[config.mk]
export PLATFORM = sky130hd
export DESIGN_NAME = quad_debounce_decoder
export DESIGN_NICKNAME = d
export VERILOG_FILES = /design/src/rtl/quad_debounce_decoder.sv
export SDC_FILE = /design/constraint.sdc
export NUM_CORES = 1
export LEC_CHECK = 0
export CAP_MARGIN = 20
export CORE_MARGIN = 2
export CORE_UTILIZATION = 39
export DETAILED_ROUTE_END_ITERATION = 10
export GPL_TIMING_DRIVEN = 0
export PLACE_DENSITY = 0.61
export RECOVER_POWER = 50
export REMOVE_ABC_BUFFERS = 1
export SYNTH_ARGS = -nofsm -noshare
export SYNTH_HDL_FRONTEND = slang
export SYNTH_SLANG_ARGS = --single-unit
[constraint.sdc]
create_clock -name clk -period 3.9 [get_ports clk]
set_input_delay 1.17 -clock clk [delete_from_list [all_inputs] [get_ports clk]]
set_output_delay 1.17 -clock clk [all_outputs]
set_load 0.01 [all_outputs]
[src/rtl/quad_debounce_decoder.sv]
// Quadrature encoder front end: sync, debounce, detent decode.
// Ports: clk, rst_n, canalA/B raw pins; giro*/err_quad pulses, ready.
module quad_debounce_decoder #(
  parameter int DEB_CYCLES       = 50000,
  parameter int STEPS_PER_DETENT = 4,
  parameter int CNT_W            = 16
) (
  input  logic clk,
  input  logic rst_n,
  input  logic canalA,
  input  logic canalB,
  output logic giroPositivo,
  output logic giroNegativo,
  output logic err_quad,
  output logic ready
);

  localparam int INIT_W = $clog2(DEB_CYCLES + 3);
  localparam int ACC_W  = $clog2(STEPS_PER_DETENT) + 2;

  localparam logic [INIT_W-1:0] INIT_LAST =
    INIT_W'(DEB_CYCLES + 1);
  localparam logic [CNT_W-1:0] CNT_LAST =
    CNT_W'(DEB_CYCLES - 1);
  localparam logic signed [ACC_W-1:0] ACC_MAX =
    ACC_W'(STEPS_PER_DETENT - 1);
  localparam logic signed [ACC_W-1:0] ACC_MIN = -ACC_MAX;
  localparam logic signed [ACC_W-1:0] ACC_ONE = ACC_W'(1);

  typedef enum logic {
    INIT,
    RUN
  } state_e;

  // bit 1 = channel A, bit 0 = channel B
  logic [1:0]        meta_q;
  logic [1:0]        sync_q;
  logic [1:0]        filt_q;
  logic [1:0]        filt_d;
  logic [CNT_W-1:0]  cnt_q [2];
  logic [CNT_W-1:0]  cnt_d [2];

  state_e                   state_q, state_d;
  logic [INIT_W-1:0]        init_q, init_d;
  logic [1:0]               prev_q, prev_d;
  logic signed [ACC_W-1:0]  acc_q, acc_d;
  logic                     pos_q, pos_d;
  logic                     neg_q, neg_d;
  logic                     err_q, err_d;
  logic                     rdy_q, rdy_d;

  // Gray code {A,B} -> position 0..3 along the CW direction
  function automatic logic [1:0] gpos(input logic [1:0] ab);
    return {ab[0], ab[1] ^ ab[0]};
  endfunction

  logic [1:0] delta;
  logic       step_cw;
  logic       step_ccw;
  logic       step_bad;

  assign delta    = gpos(filt_q) - gpos(prev_q);
  assign step_cw  = (delta == 2'd1);
  assign step_ccw = (delta == 2'd3);
  assign step_bad = (delta == 2'd2);

  always_ff @(posedge clk or negedge rst_n) begin
    if (!rst_n) begin
      meta_q <= '0;
      sync_q <= '0;
    end else begin
      meta_q <= {canalA, canalB};
      sync_q <= meta_q;
    end
  end

  always_comb begin
    filt_d = filt_q;
    for (int i = 0; i < 2; i++) begin
      cnt_d[i] = cnt_q[i];
      if (state_q == INIT) begin
        filt_d[i] = sync_q[i];
        cnt_d[i]  = '0;
      end else if (sync_q[i] == filt_q[i]) begin
        cnt_d[i] = '0;
      end else if (cnt_q[i] == CNT_LAST) begin
        filt_d[i] = sync_q[i];
        cnt_d[i]  = '0;
      end else begin
        cnt_d[i] = cnt_q[i] + CNT_W'(1);
      end
    end
  end

  always_ff @(posedge clk or negedge rst_n) begin
    if (!rst_n) begin
      filt_q   <= '0;
      cnt_q[0] <= '0;
      cnt_q[1] <= '0;
    end else begin
      filt_q   <= filt_d;
      cnt_q[0] <= cnt_d[0];
      cnt_q[1] <= cnt_d[1];
    end
  end

  always_comb begin
    state_d = state_q;
    init_d  = init_q;
    prev_d  = prev_q;
    acc_d   = acc_q;
    rdy_d   = rdy_q;
    pos_d   = 1'b0;
    neg_d   = 1'b0;
    err_d   = 1'b0;
    unique case (state_q)
      INIT: begin
        acc_d = '0;
        if (init_q == INIT_LAST) begin
          prev_d  = filt_q;
          rdy_d   = 1'b1;
          state_d = RUN;
        end else begin
          init_d = init_q + INIT_W'(1);
        end
      end
      RUN: begin
        prev_d = filt_q;
        // reversals fall out naturally: acc only
        // pulses at the far end of its own direction
        unique case (1'b1)
          step_cw: begin
            if (acc_q == ACC_MAX) begin
              pos_d = 1'b1;
              acc_d = '0;
            end else begin
              acc_d = acc_q + ACC_ONE;
            end
          end
          step_ccw: begin
            if (acc_q == ACC_MIN) begin
              neg_d = 1'b1;
              acc_d = '0;
            end else begin
              acc_d = acc_q - ACC_ONE;
            end
          end
          step_bad: begin
            err_d = 1'b1;
            acc_d = '0;
          end
          default: ;
        endcase
      end
      default: state_d = INIT;
    endcase
  end

  always_ff @(posedge clk or negedge rst_n) begin
    if (!rst_n) begin
      state_q <= INIT;
      init_q  <= '0;
      prev_q  <= '0;
      acc_q   <= '0;
      rdy_q   <= 1'b0;
      pos_q   <= 1'b0;
      neg_q   <= 1'b0;
      err_q   <= 1'b0;
    end else begin
      state_q <= state_d;
      init_q  <= init_d;
      prev_q  <= prev_d;
      acc_q   <= acc_d;
      rdy_q   <= rdy_d;
      pos_q   <= pos_d;
      neg_q   <= neg_d;
      err_q   <= err_d;
    end
  end

  assign giroPositivo = pos_q;
  assign giroNegativo = neg_q;
  assign err_quad     = err_q;
  assign ready        = rdy_q;

endmodule

==> flow_summary_export.csv <==
group,metric,value,unit
run_status,status,"finished, violations left",
run_status,failed_checks,"max-capacitance violations, max-slew violations",
clocking,insertion_delay,0.34,ns
layout,fill_cells,807,
grt,grt_pass1_wl,9.75,mm
floorplan,die_h,94.6,µm
timing,rsz0062_at_grt,"false",
worst_setup_path,reg2reg_to,"filt_q[0]",
clocking,tritoncts,"yes",
clocking,cts_buffers,9,
layout,utilization,0.436,
clocking,cts_resized,0,
flow_run,maxCapViolCount,1,
layout,area_delta_synth_final,10.3,%
power,finalPower,0.00122,W
yosys,avgSynthCellArea,10.5,µm²
worst_setup_path,critPathArrivalTime,1.23,ns
route,drt-initial-drc-count,71,
worst_setup_path,path_delay_family,"buffers and inverters",
grt,grt_use_met2,0.224,
floorplan,num_io_pins,8,
route,totalWireLength,5.34,mm
power,peakVddDrop,0.249,mV
worst_setup_path,crit_fanout,2,
worst_setup_path,crit_buf_inv,1,
clocking,htreeDepth,3,
worst_setup_path,rr_worst_depth,4,
yosys,synth_area,0.00320,mm²
worst_setup_path,r2r-start,"cnt_q[28]",
grt,antenna_found_initial,0,
grt,first_global_vias,2141,
grt,busiest_layer,"met2",
min_path,holdPathStages,0,
floorplan,rows,33,
yosys,synth_edf_count,0,
place,dpl.hpwl,3.60,mm
place,gp_congestion,0.776,
yosys,synthArstFlopShare,1.00,
worst_setup_path,worst_setup_path_end_kind,"primary output",
place,dpl_cell_area,0.00335,mm²
clocking,cts_setup_buffers,0,
grt,grt_remaining_overflow,0,
timing,clock.fmax,417,MHz
min_path,worstHoldStart,"meta_q[0]",
yosys,seq_area_frac_synth,0.509,
route,via_per_inst,5.08,
power,leakage,1.39,nW
timing,period_needed,2.40,ns
timing,worstMarginPinSlew,1.57,ns
worst_setup_path,cp_cell_sequence,"clkdlybuf4s50_1",
grt,use_met3,0.0383,
worst_setup_path,cp.required,2.73,ns
layout,ff_latch_area,0.00163,mm²
worst_setup_path,critical_path_class,"flip-flop to primary output",
yosys,ys_warn_count,0,
min_path,hold_path.class,"flip-flop to flip-flop",
worst_setup_path,regToRegSetupSlack,1.83,ns
worst_setup_path,slowest_stage,"clkdlybuf4s50_1",
power,power_density,345,mW/mm²
floorplan,core,0.00809,mm²
worst_setup_path,critPathMaxStageDelay,0.53,ns
layout,drive_above_1_share,0.103,
timing,fin_crit_sh,0.615,
route,ant_nets,0,
layout,multi_input_comb_area,0.00149,mm²
timing,drv_slew,66,
route,drt_first_pass_iters,4,
place,port_buffers,7,
timing,hold_violations,0,
yosys,synth-seq-cells,65,
floorplan,start_util,0.395,
clocking,cts_buffer_depth,2,
floorplan,fp.dieArea,0.00894,mm²
timing,clock_skew,0.00897,ns
yosys,syn-instance-count,304,
grt,grt_max_degree,66,
layout,fin_area,0.00353,mm²
clocking,cts_root_buf,"clkbuf_8",
grt,grt_use_met1,0.174,
clocking,cts_hold_buf,0,
route,remaining_drc_errors,0,
layout,diodes,0,
clocking,clock-sinks,65,
layout,fin_nets,327,
worst_setup_path,start_kind,"flip-flop",
min_path,min_to,"sync_q[0]",
timing,setup_violations,0,
route,wl_per_cell,12.6,µm
grt,grt_use_total,0.140,
yosys,synthFlopType,"dfrtp_1",
route,vias,2158,
floorplan,die_w,94.6,µm
clocking,clk_pin_slew,0.07,ns
timing,slew_headroom,-0.0458,
yosys,synth_cell_types,45,
layout by cell type, fill, tap and decap left out, types with 3 or more instances in the layout:
master / instances
nor4_1: 8
and3_1: 3
clkbuf_8: 11
mux2_2: 4
nand4_1: 13
nor4b_1: 3
xor2_1: 15
nand3_1: 20
nor3_1: 9
o21ai_0: 5
or3_1: 4
a21oi_1: 4
nand2_1: 18
xnor2_1: 30
nor2_1: 36
nor2_2: 10
clkdlybuf4s50_1: 4
ha_1: 8
clkinv_2: 3
inv_1: 11
dfrtp_1: 65
synthesized netlist by cell type (2+ instances only):
library cell	instances	area, µm²
nand4_1	13	81.3
a21oi_1	4	20.0
and4b_1	2	20.0
and4_1	2	17.5
nor3_1	9	45.0
mux2_2	4	45.0
nor3b_1	2	15.0
nand2_1	18	67.6
nor4bb_1	2	20.0
dfrtp_1	65	1630
nor4b_1	3	26.3
nor4_1	8	50.1
inv_1	11	41.3
xor2_1	15	131
or3_1	4	25.0
xnor2_1	30	263
or4_1	2	15.0
and3_1	3	18.8
clkbuf_1	6	22.5
nand3_1	20	100
nor2_1	36	135
o21ai_0	5	25.0
ha_1	8	100
nor2_2	10	62.6
a21boi_0	2	15.0
worst max path at each step:
stage | endpoint | depth (start not counted) | start
2_1_floorplan | filt_q[0] | 4 | cnt_q[28]
5_1_grt | cnt_q[19] | 1 | rst_n
3_5_place_dp | filt_q[0] | 4 | cnt_q[28]
4_1_cts | ready | 1 | ready
6_report | ready | 1 | ready
3_3_place_gp | cnt_q[21] | 1 | rst_n
sequential cells by signal, summed over array words and instances (netlist names), 2 cells and up:
register / count
prev_q: 2
cnt_q: 32
filt_q: 2
meta_q: 2
acc_q: 4
init_q: 16
sync_q: 2
layout make-up:
cell class | instances | area share
repair buffers | 7 | 0.0185
flip-flops and latches | 65 | 0.461
inverters | 11 | 0.0117
clock inverters | 3 | 0.00426
multi-input cells | 221 | 0.422
well taps | 105 | 0.0373
clock buffers | 13 | 0.0451
through the flow:
step / std cells / hold WS (ns) / TNS, ns / setup slack, ns
4_1_cts: 425 / 0.351 / 0 / 1.48
3_3_place_gp: 409 / 0.335 / -34.38 / -0.532
2_1_floorplan: 297 / 0.331 / 0 / 1.91
6_report: 425 / 0.349 / 0 / 1.50
5_1_grt: 425 / 0.366 / 0 / 1.41
3_5_place_dp: 409 / 0.336 / 0 / 1.82
routing by layer:
layer / wire length (µm) / vias up
met4: 114 / 0
met3: 122 / 9
met5: 0 / -
li1: - / 1079
met2: 2480 / 21
met1: 2630 / 1049
cells by family after synthesis:
| group | count (synthesis) | share of synthesized area |
|---|---|---|
| and+or+nand+nor | 143 | 0.245 |
| DFF | 65 | 0.509 |
| xor gates and xnor gates | 46 | 0.130 |
| AOI/OAI and AO/OA | 19 | 0.0415 |
| buffers and inverters | 18 | 0.0262 |
| adders and majority gates | 8 | 0.0313 |
| muxes | 5 | 0.0176 |
power breakdown:
group / total, W / switching, W / internal (W)
clock: 0.000507 / 0.000244 / 0.000263
sequential: 0.000680 / 0.00000268 / 0.000677
combinational: 0.0000284 / 0.0000203 / 0.00000819
Power figures use the tool's default switching activity.
